--- src/rtl/fir_pkg.sv ---
// Shared defaults, FSM state encoding and a width helper for the FIR stream scheduler.
package fir_pkg;

  localparam int DEF_INPUT_WIDTH  = 16;
  localparam int DEF_OUTPUT_WIDTH = 38;
  localparam int DEF_COEFF_SIZE   = 64;
  localparam int DEF_WATCHDOG     = 80;
  // fir_counter from the datapath is a fixed 6-bit tap index.
  localparam int FIR_COUNTER_W    = 6;

  typedef enum logic [1:0] {
    IDLE  = 2'd0,
    ISSUE = 2'd1,
    BUSY  = 2'd2
  } fir_state_e;

  // clog2 that never returns 0, so degenerate parameter values still give a usable width.
  function automatic int clog2_min1(input int value);
    return (value > 1) ? $clog2(value) : 1;
  endfunction

endpackage

--- src/rtl/fir_coeff_bank.sv ---
// Coefficient register file: synchronous write, asynchronous (combinational) read,
// asynchronous clear. Out-of-range addresses never write and read back as zero.
module fir_coeff_bank
  import fir_pkg::*;
#(
  parameter int WIDTH   = DEF_INPUT_WIDTH,
  parameter int DEPTH   = DEF_COEFF_SIZE,
  parameter int WADDR_W = clog2_min1(DEF_COEFF_SIZE),
  parameter int RADDR_W = FIR_COUNTER_W
) (
  input  logic               clk_i,
  input  logic               rst_ni,
  input  logic               wr_en_i,
  input  logic [WADDR_W-1:0] wr_addr_i,
  input  logic [WIDTH-1:0]   wr_data_i,
  input  logic [RADDR_W-1:0] rd_addr_i,
  output logic [WIDTH-1:0]   rd_data_o
);

  logic [WIDTH-1:0] mem_q [DEPTH];

  // Storage: cleared on reset, one entry written per enabled edge.
  always_ff @(posedge clk_i or negedge rst_ni) begin
    if (!rst_ni) begin
      for (int i = 0; i < DEPTH; i++) begin
        mem_q[i] <= '0;
      end
    end else begin
      for (int i = 0; i < DEPTH; i++) begin
        if (wr_en_i && (32'(wr_addr_i) == i)) begin
          mem_q[i] <= wr_data_i;
        end
      end
    end
  end

  // Read mux: the read index may be wider than the bank, so compare explicitly.
  always_comb begin
    rd_data_o = '0;
    for (int i = 0; i < DEPTH; i++) begin
      if (32'(rd_addr_i) == i) begin
        rd_data_o = mem_q[i];
      end
    end
  end

endmodule

--- src/rtl/fir_stream_scheduler.sv ---
// Sequences one input sample at a time into an external FIR datapath, holds the
// result for the transmit side, and guards each sample with a BUSY-cycle watchdog.
//
// state | meaning
// IDLE  | ready for a sample (unless a result is still waiting); coefficient writes allowed
// ISSUE | one-cycle fir_input_valid strobe to the datapath
// BUSY  | waiting for fir_output_valid; watchdog running
module fir_stream_scheduler
  import fir_pkg::*;
#(
  parameter int INPUT_WIDTH  = DEF_INPUT_WIDTH,
  parameter int OUTPUT_WIDTH = DEF_OUTPUT_WIDTH,
  parameter int COEFF_SIZE   = DEF_COEFF_SIZE,
  parameter int WATCHDOG     = DEF_WATCHDOG,
  localparam int ADDR_W      = clog2_min1(COEFF_SIZE)
) (
  input  logic                     clock,
  input  logic                     reset,
  input  logic                     in_valid,
  output logic                     in_ready,
  input  logic [INPUT_WIDTH-1:0]   in_data,
  input  logic                     cfg_we,
  input  logic [ADDR_W-1:0]        cfg_addr,
  input  logic [INPUT_WIDTH-1:0]   cfg_data,
  output logic                     fir_input_valid,
  output logic [INPUT_WIDTH-1:0]   fir_input,
  output logic [INPUT_WIDTH-1:0]   fir_coeff,
  input  logic                     fir_output_valid,
  input  logic [FIR_COUNTER_W-1:0] fir_counter,
  input  logic [OUTPUT_WIDTH-1:0]  fir_output,
  output logic                     out_valid,
  input  logic                     out_ready,
  output logic [OUTPUT_WIDTH-1:0]  out_data,
  output logic                     cfg_err,
  output logic                     wdt_err
);

  localparam int               WDT_W    = clog2_min1(WATCHDOG);
  localparam logic [WDT_W-1:0] WDT_LAST = WDT_W'(WATCHDOG - 1);
  localparam logic [WDT_W-1:0] WDT_MAX  = {WDT_W{1'b1}};

  fir_state_e              state_q, state_d;
  logic [INPUT_WIDTH-1:0]  fir_input_q, fir_input_d;
  logic                    out_valid_q, out_valid_d;
  logic [OUTPUT_WIDTH-1:0] out_data_q, out_data_d;
  logic [WDT_W-1:0]        wdt_q, wdt_d;
  logic                    cfg_err_q, cfg_err_d;
  logic                    wdt_err_q, wdt_err_d;

  logic accept;
  logic addr_ok;
  logic bank_we;

  assign in_ready = (state_q == IDLE) && !out_valid_q;
  assign accept   = in_valid && in_ready;
  assign addr_ok  = 32'(cfg_addr) < COEFF_SIZE;
  // A write in the same IDLE cycle as a sample acceptance still lands.
  assign bank_we  = cfg_we && (state_q == IDLE) && addr_ok;

  assign fir_input_valid = (state_q == ISSUE);
  assign fir_input       = fir_input_q;
  assign out_valid       = out_valid_q;
  assign out_data        = out_data_q;
  assign cfg_err         = cfg_err_q;
  assign wdt_err         = wdt_err_q;

  fir_coeff_bank #(
    .WIDTH   (INPUT_WIDTH),
    .DEPTH   (COEFF_SIZE),
    .WADDR_W (ADDR_W),
    .RADDR_W (FIR_COUNTER_W)
  ) u_bank (
    .clk_i     (clock),
    .rst_ni    (reset),
    .wr_en_i   (bank_we),
    .wr_addr_i (cfg_addr),
    .wr_data_i (cfg_data),
    .rd_addr_i (fir_counter),
    .rd_data_o (fir_coeff)
  );

  // Next-state logic: FSM, result holding register, watchdog and error pulses.
  always_comb begin
    state_d     = state_q;
    fir_input_d = fir_input_q;
    out_valid_d = out_valid_q;
    out_data_d  = out_data_q;
    wdt_d       = wdt_q;
    wdt_err_d   = 1'b0;
    cfg_err_d   = cfg_we && ((state_q != IDLE) || !addr_ok);

    if (out_valid_q && out_ready) begin
      out_valid_d = 1'b0;
    end

    case (state_q)
      IDLE: begin
        wdt_d = '0;
        if (accept) begin
          fir_input_d = in_data;
          state_d     = ISSUE;
        end
      end
      ISSUE: begin
        wdt_d   = '0;
        state_d = BUSY;
      end
      BUSY: begin
        // A result arriving on the expiry cycle wins over the watchdog.
        if (fir_output_valid) begin
          out_data_d  = fir_output;
          out_valid_d = 1'b1;
          wdt_d       = '0;
          state_d     = IDLE;
        end else if (wdt_q == WDT_LAST) begin
          wdt_err_d = 1'b1;
          wdt_d     = '0;
          state_d   = IDLE;
        end else if (wdt_q != WDT_MAX) begin
          wdt_d = wdt_q + 1'b1;
        end
      end
      default: begin
        wdt_d   = '0;
        state_d = IDLE;
      end
    endcase
  end

  // State registers; reset discards any in-flight sample and pending result.
  always_ff @(posedge clock or negedge reset) begin
    if (!reset) begin
      state_q     <= IDLE;
      fir_input_q <= '0;
      out_valid_q <= 1'b0;
      out_data_q  <= '0;
      wdt_q       <= '0;
      cfg_err_q   <= 1'b0;
      wdt_err_q   <= 1'b0;
    end else begin
      state_q     <= state_d;
      fir_input_q <= fir_input_d;
      out_valid_q <= out_valid_d;
      out_data_q  <= out_data_d;
      wdt_q       <= wdt_d;
      cfg_err_q   <= cfg_err_d;
      wdt_err_q   <= wdt_err_d;
    end
  end

endmodule

--- config.mk ---
export PLATFORM = sky130hd
export DESIGN_NAME = fir_stream_scheduler
export DESIGN_NICKNAME = d
export VERILOG_FILES = /design/src/rtl/fir_pkg.sv /design/src/rtl/fir_coeff_bank.sv /design/src/rtl/fir_stream_scheduler.sv
export SDC_FILE = /design/constraint.sdc
export NUM_CORES = 1
export LEC_CHECK = 0
export CAP_MARGIN = 20
export CORE_MARGIN = 1
export CORE_UTILIZATION = 56
export DETAILED_ROUTE_END_ITERATION = 6
export PLACE_DENSITY = 0.77
export RECOVER_POWER = 100
export SYNTH_ARGS = -nofsm -noshare
export SYNTH_HDL_FRONTEND = slang
export SYNTH_SLANG_ARGS = --single-unit
--- constraint.sdc ---
create_clock -name clock -period 2.37 [get_ports clock]
set_input_delay 0.3555 -clock clock [delete_from_list [all_inputs] [get_ports clock]]
set_output_delay 0.3555 -clock clock [all_outputs]
set_load 0.005 [all_outputs]
=== Word level (Yosys, flattened, before mapping) ===
Cells that the tools add are included.
W data, S select, Z words.

* Add/sub/neg operators: 1
* Multiply operators: 0
* Div/mod/pow operators: 0
* Magnitude comparators: 0
* Eq/ne operators: 133
* Shift-type cells: 0
* Mux-type cells: 78
* Bitwise operators: 0
* Reduce and logical (&&, ||, !) cells: 77

{| class="wikitable"
|+ Operators with widths
! operator !! count
|-
| $mux W16 || 64
|-
| $eq A6 B6 Y1 const B || 64
|-
| $eq A6 B5 Y1 const B || 32
|-
| $eq A6 B4 Y1 const B || 16
|-
| $logic_and A1 B1 Y1 || 69
|-
| $eq A6 B3 Y1 const B || 8
|-
| $mux W7 || 4
|-
| $eq A6 B2 Y1 const B || 4
|-
| $eq A6 B1 Y1 const B || 2
|-
| $logic_not A6 Y1 || 2
|-
| $add A7 B1 Y7 const B || 1
|-
| $eq A7 B7 Y1 const B || 1
|-
| $ne A7 B7 Y1 const B || 1
|-
| $mux W1 || 6
|-
| $mux W2 || 3
|-
| $pmux W2 S3 || 1
|-
| $reduce_and A2 Y1 || 3
|-
| $ne A4 B4 Y1 const B || 1
|-
| $ne A3 B3 Y1 const B || 1
|-
| $eq A2 B1 Y1 const B || 1
|-
| $eq A2 B2 Y1 const B || 1
|-
| $logic_not A2 Y1 || 1
|-
| $ne A2 B2 Y1 const B || 1
|-
| $reduce_bool A2 Y1 || 1
|-
| $logic_not A1 Y1 || 1
|}

* Register bits after elaboration: 1090
* Bits in latches: 0
* RAM bits: 0
* Bits in read-only memories: 0
* Input port bits: 88
* Output and inout port bits: 75
* Memories: 0

=== Depth between registers and ports, before layout ===
* Word-level depth: 65
* Depth in mapped cells: 12
* Depth with buffers taken out: 8

=== Modules after synthesis ===
From an unflattened synthesis, not the netlist that was laid out.

* Cells, all modules: 4209
* Area total of the unflattened synthesis: 52168.8 µm²

{| class="wikitable"
|+ By module, submodules not included
! module !! instances !! cells an instance !! area each (µm²) !! sequential area each (µm²)
|-
| fir_coeff_bank || 1 || 4033 || 49498.7 || 25624.6
|-
| fir_stream_scheduler || 1 || 176 || 2670.1 || 1651.6
|}

=== Least setup slack after synthesis ===
Ideal clock, no wire load.

* Path kind: input-to-output
* Start: in fir_counter[1]
* End: out fir_coeff[2]
* Arrival: 2.213 ns
* Required time: 2.014 ns
* Setup slack: -0.198 ns
* Stages on the path: 11
* Cells stage by stage: buf_2 -> buf_2 -> nor2_1 -> buf_2 -> buf_2 -> nand2_1 -> a31oi_1 -> o211ai_1 -> a2111oi_0 -> o41ai_1 -> a41oi_1

* Longest elaborated chain between the ends: 65

{| class="wikitable"
|+ Ends and longest elaborated chain
! what !! line !! RTL
|-
| start: declaration || fir_stream_scheduler.sv:29 || <nowiki>input logic [FIR_COUNTER_W-1:0] fir_counter,</nowiki>
|-
| $logic_not A6 Y1 || fir_coeff_bank.sv:41 || <nowiki>if (32'(rd_addr_i) == i) begin</nowiki>
|-
| $mux W16 (63 in a row) || fir_coeff_bank.sv:41 ||
|-
| $mux W16 * || fir_coeff_bank.sv:41 ||
|-
| end: declaration || fir_stream_scheduler.sv:27 || <nowiki>output logic [INPUT_WIDTH-1:0] fir_coeff,</nowiki>
|}

Mark *: on every way between the ends. The rest lies on a longest branch, timed or not.

=== Worst setup path in the final report ===
* Start: reg u_bank.mem_q[1021] (netlist name)
* End: out fir_coeff[13]

* Longest elaborated chain between the ends: 64

{| class="wikitable"
|+ Ends and longest elaborated chain
! what !! line !! RTL
|-
| start: declaration || fir_coeff_bank.sv:20 || <nowiki>logic [WIDTH-1:0] mem_q [DEPTH];</nowiki>
|-
| start signal: indexed assignment || fir_coeff_bank.sv:31 || <nowiki>mem_q[i] <= wr_data_i;</nowiki>
|-
| $mux W16 (64 in a row) || fir_coeff_bank.sv:41 ||
|}

No other way between the ends.

==> results.yml <==
power:
  irDropWorstVdd_mv: 0.885
  p_per_area_nw_per_um2: 799
  p_leak_nw: 31.8
detailed_routing:
  first_iter_violations: 5738
  postRouteAntennaNets: 0
  drc: 5
  drt-vias-per-instance: 6.79
  vias: 43500
  wl_um: 197000
  first_pass_iters: 7
  wl_per_cell_um: 30.7
global_route:
  track_usage_pct: 41.7
  busiest_layer: "met2"
  grt_max_degree: 93
  grt_pass1_vias: 44400
  grt_overflow: 0
  grt_util_met1_pct: 55.8
  use_met3_pct: 12.1
  grt_antenna_before_repair: 5
  grt_pass1_wl_um: 291000
  use_met2_pct: 61.0
worst_setup_path:
  cp-start-kind: "flop"
  crit_fanout: 2
  crit_path_cell_trace: "mux4_2 > a2bb2oi_2 > nor4_1 > o21ai_1 > a21oi_2 > o211ai_1 > nand4_1 > buf_2"
  slowest_stage: "mux4_2"
  cpPeakStageDelay_ps: 520
  cp.required_ps: 2010
  crit_buf_inv: 1
  cp_top_family: "compound AO/OA/AOI/OAI gates"
  crit_type: "reg -> out"
  crit_arrival_ps: 3350
  endpoint_kind: "primary output"
die:
  die_height_um: 307
  start_util_pct: 56.8
  die_w_um: 307
  rows: 111
  io_pins: 163
  dieArea_um2: 94400
  core_um2: 91900
timing:
  report.final.setup_viol: 77
  relSlewSlack_pct: 3.48
  fin_skew_ps: 35.2
  final_hold_viol_count: 0
  rsz0062_at_grt: "yes"
  worstMarginPinSlew_ps: 1450
  slew_viol_final: 0
  layout_min_cycle_time_ps: 3710
  timing.final.crit_share_pct: 156
  setup_slack_ps: -1340
  fmax_mhz: 270
place:
  placed_cells: 6133
  finalWeightedCongestion: 1.03
  io_buffers: 162
  hpwl_um: 131000
  place_area_um2: 61800
synth:
  synth_edf_count: 0
  syn_area_um2: 52200
  ys_warn_count: 0
  synth_top_area_cell: "dfrtp_1"
  synthDistinctLibCells: 87
  async_reset_ff_share_pct: 100
  synth_area_per_cell_um2: 12.2
  synth_fp_nets: 4379
  synth_top_area_share_pct: 52.3
  ys_ff_latch: 1090
  yosysSeqAreaShare_pct: 52.3
  synth_cells: 4290
  synth_flop_cell: "dfrtp_1"
  synthTopCellsByArea: "dfrtp_1 52%, mux2_2 24%, a21oi_1 1.9%"
clocking:
  clock-root-buffer: "clkbuf_16"
  cts_buffers: 113
  cts_tree: "yes"
  htree_levels: 3
  clockBufferDepth: 3
  cts.sinks: 1090
  clk_latency_ps: 740
  clk_pin_slew_ps: 70
status:
  status: "finished, violations left"
  violations: "design-rule violations, negative setup slack"
layout:
  final_common_cell: "mux2_2"
  n_antenna_cell: 0
  nNetsFinal: 5160
  final_cell_count_no_fill: 6409
  drive_gt1_share_pct: 48.0
  areaGrowthSynthToFinish_pct: 28.3
  final_cell_area_um2: 67000
  mostFrequentLayoutCells: "1117 x mux2_2, 1090 x dfrtp_1, 692 x buf_4"
flow_run:
  drv_cap: 0
worst_hold_path:
  hp-class: "in -> reg"
==> state kept, by name, summed over array words and instances, names as in the netlist <==
name	count
out_valid	1
wdt_err	1
wdt_q	7
cfg_err	1
fir_input	16
state_q	2
out_data	38
u_bank.mem_q	1024
==> Yosys cell counts, types with 13 or more instances <==
master and n:
nand4_1 13, buf_4 18, a31oi_1 33, nand3_1 78, o22ai_1 89, nand2b_1 16, a2111oi_0 15, a21oi_1 193
a221oi_1 25, o221ai_1 45, a211oi_1 32, nand2_1 208, buf_1 42, a21o_1 18, o21ai_0 190, a22oi_1 51
mux4_2 24, buf_2 110, dfrtp_1 1090, nor2_1 202, mux2_2 1120, mux2i_1 95, nor4_1 15, clkbuf_1 213
o211ai_1 26, nor2b_1 23, nor3_1 52
==> cell families after synthesis <==
family | Yosys count | share of synthesized area, %
adders and majority gates | 1 | 0.0240
muxes | 1239 | 27.0
AOI/OAI and AO/OA | 862 | 10.9
buffers and inverters | 398 | 3.28
and+or+nand+nor | 697 | 6.50
xor gates and xnor gates | 3 | 0.0504
DFF | 1090 | 52.3
==> layer usage <==
metal	share of wire, %	routed length, µm
met5	0.028	55
met4	6.7	13200
met3	13	25700
met2	43	84700
met1	37	73300
==> worst paths after layout <==
check	slack [ps]	endpoint	depth (start not counted)	startpoint
setup / recovery	-1340	fir_coeff[13]	8	u_bank.mem_q[1021]$_DFFE_PN0P_
hold / removal	230	out_data[19]$_DFFE_PN0P_	2	fir_output[19]
setup reg to reg	-150	u_bank.mem_q[795]$_DFFE_PN0P_	7	state_q[0]$_DFFE_PN0P_
hold reg to reg	500	fir_input[8]$_DFFE_PN0P_	1	fir_input[8]$_DFFE_PN0P_
max in group asynchronous	30	u_bank.mem_q[888]$_DFFE_PN0P_	4	reset
min in group asynchronous	510	u_bank.mem_q[1000]$_DFFE_PN0P_	2	reset
==> power breakdown <==
part	internal (mW)	switching, mW	leakage, nW
clock	11.2	7.86	1.97
combinational	5.54	4.70	15.2
sequential	22.1	2.09	14.7
==> cell type report <==
type / instances / area [µm²]
sequential: 1090 / 27300
fill: 6113 / 25000
multi-input combinational: 2803 / 24700
timing repair buffer: 1050 / 9420
clock buffer: 155 / 3230
tap: 1243 / 1560
clock inverter: 55 / 747
inverter: 13 / 57.6
==> stage by stage <==
step / utilization (%) / TNS [ps] / power, mW / hold slack [ps] / worst slack [ps]
after floorplan: - / -82.8 / 29.0 / 59.9 / -61.2
after global placement: 67.2 / -44640 / 33.7 / 318 / -2210
after detailed placement: 67.2 / -49120 / 34.2 / 317 / -2240
after CTS: 73.2 / -15090 / 53.4 / 163 / -1280
after global routing: 72.8 / -67600 / 55.1 / 227 / -1430
final: 72.8 / -19480 / 53.5 / 228 / -1340
==> worst register-to-register path, stage by stage (launching register included) <==
cell      delay, ps
dfrtp_1         410
nor2_1          210
nand2_1         110
or3_1           320
clkbuf_2        260
nor2_1          170
buf_2           530
mux2_2          410
==> repair_timing <==
action	in CTS	in global routing
pin swaps	105	62
endpoints found under the setup margin	17	17
setup buffers	53	23
hold buffers	3	0
gates resized for setup	324	91
gates cloned	3	0
hold endpoints to repair	172	0
(Power assumes the default switching activity.)
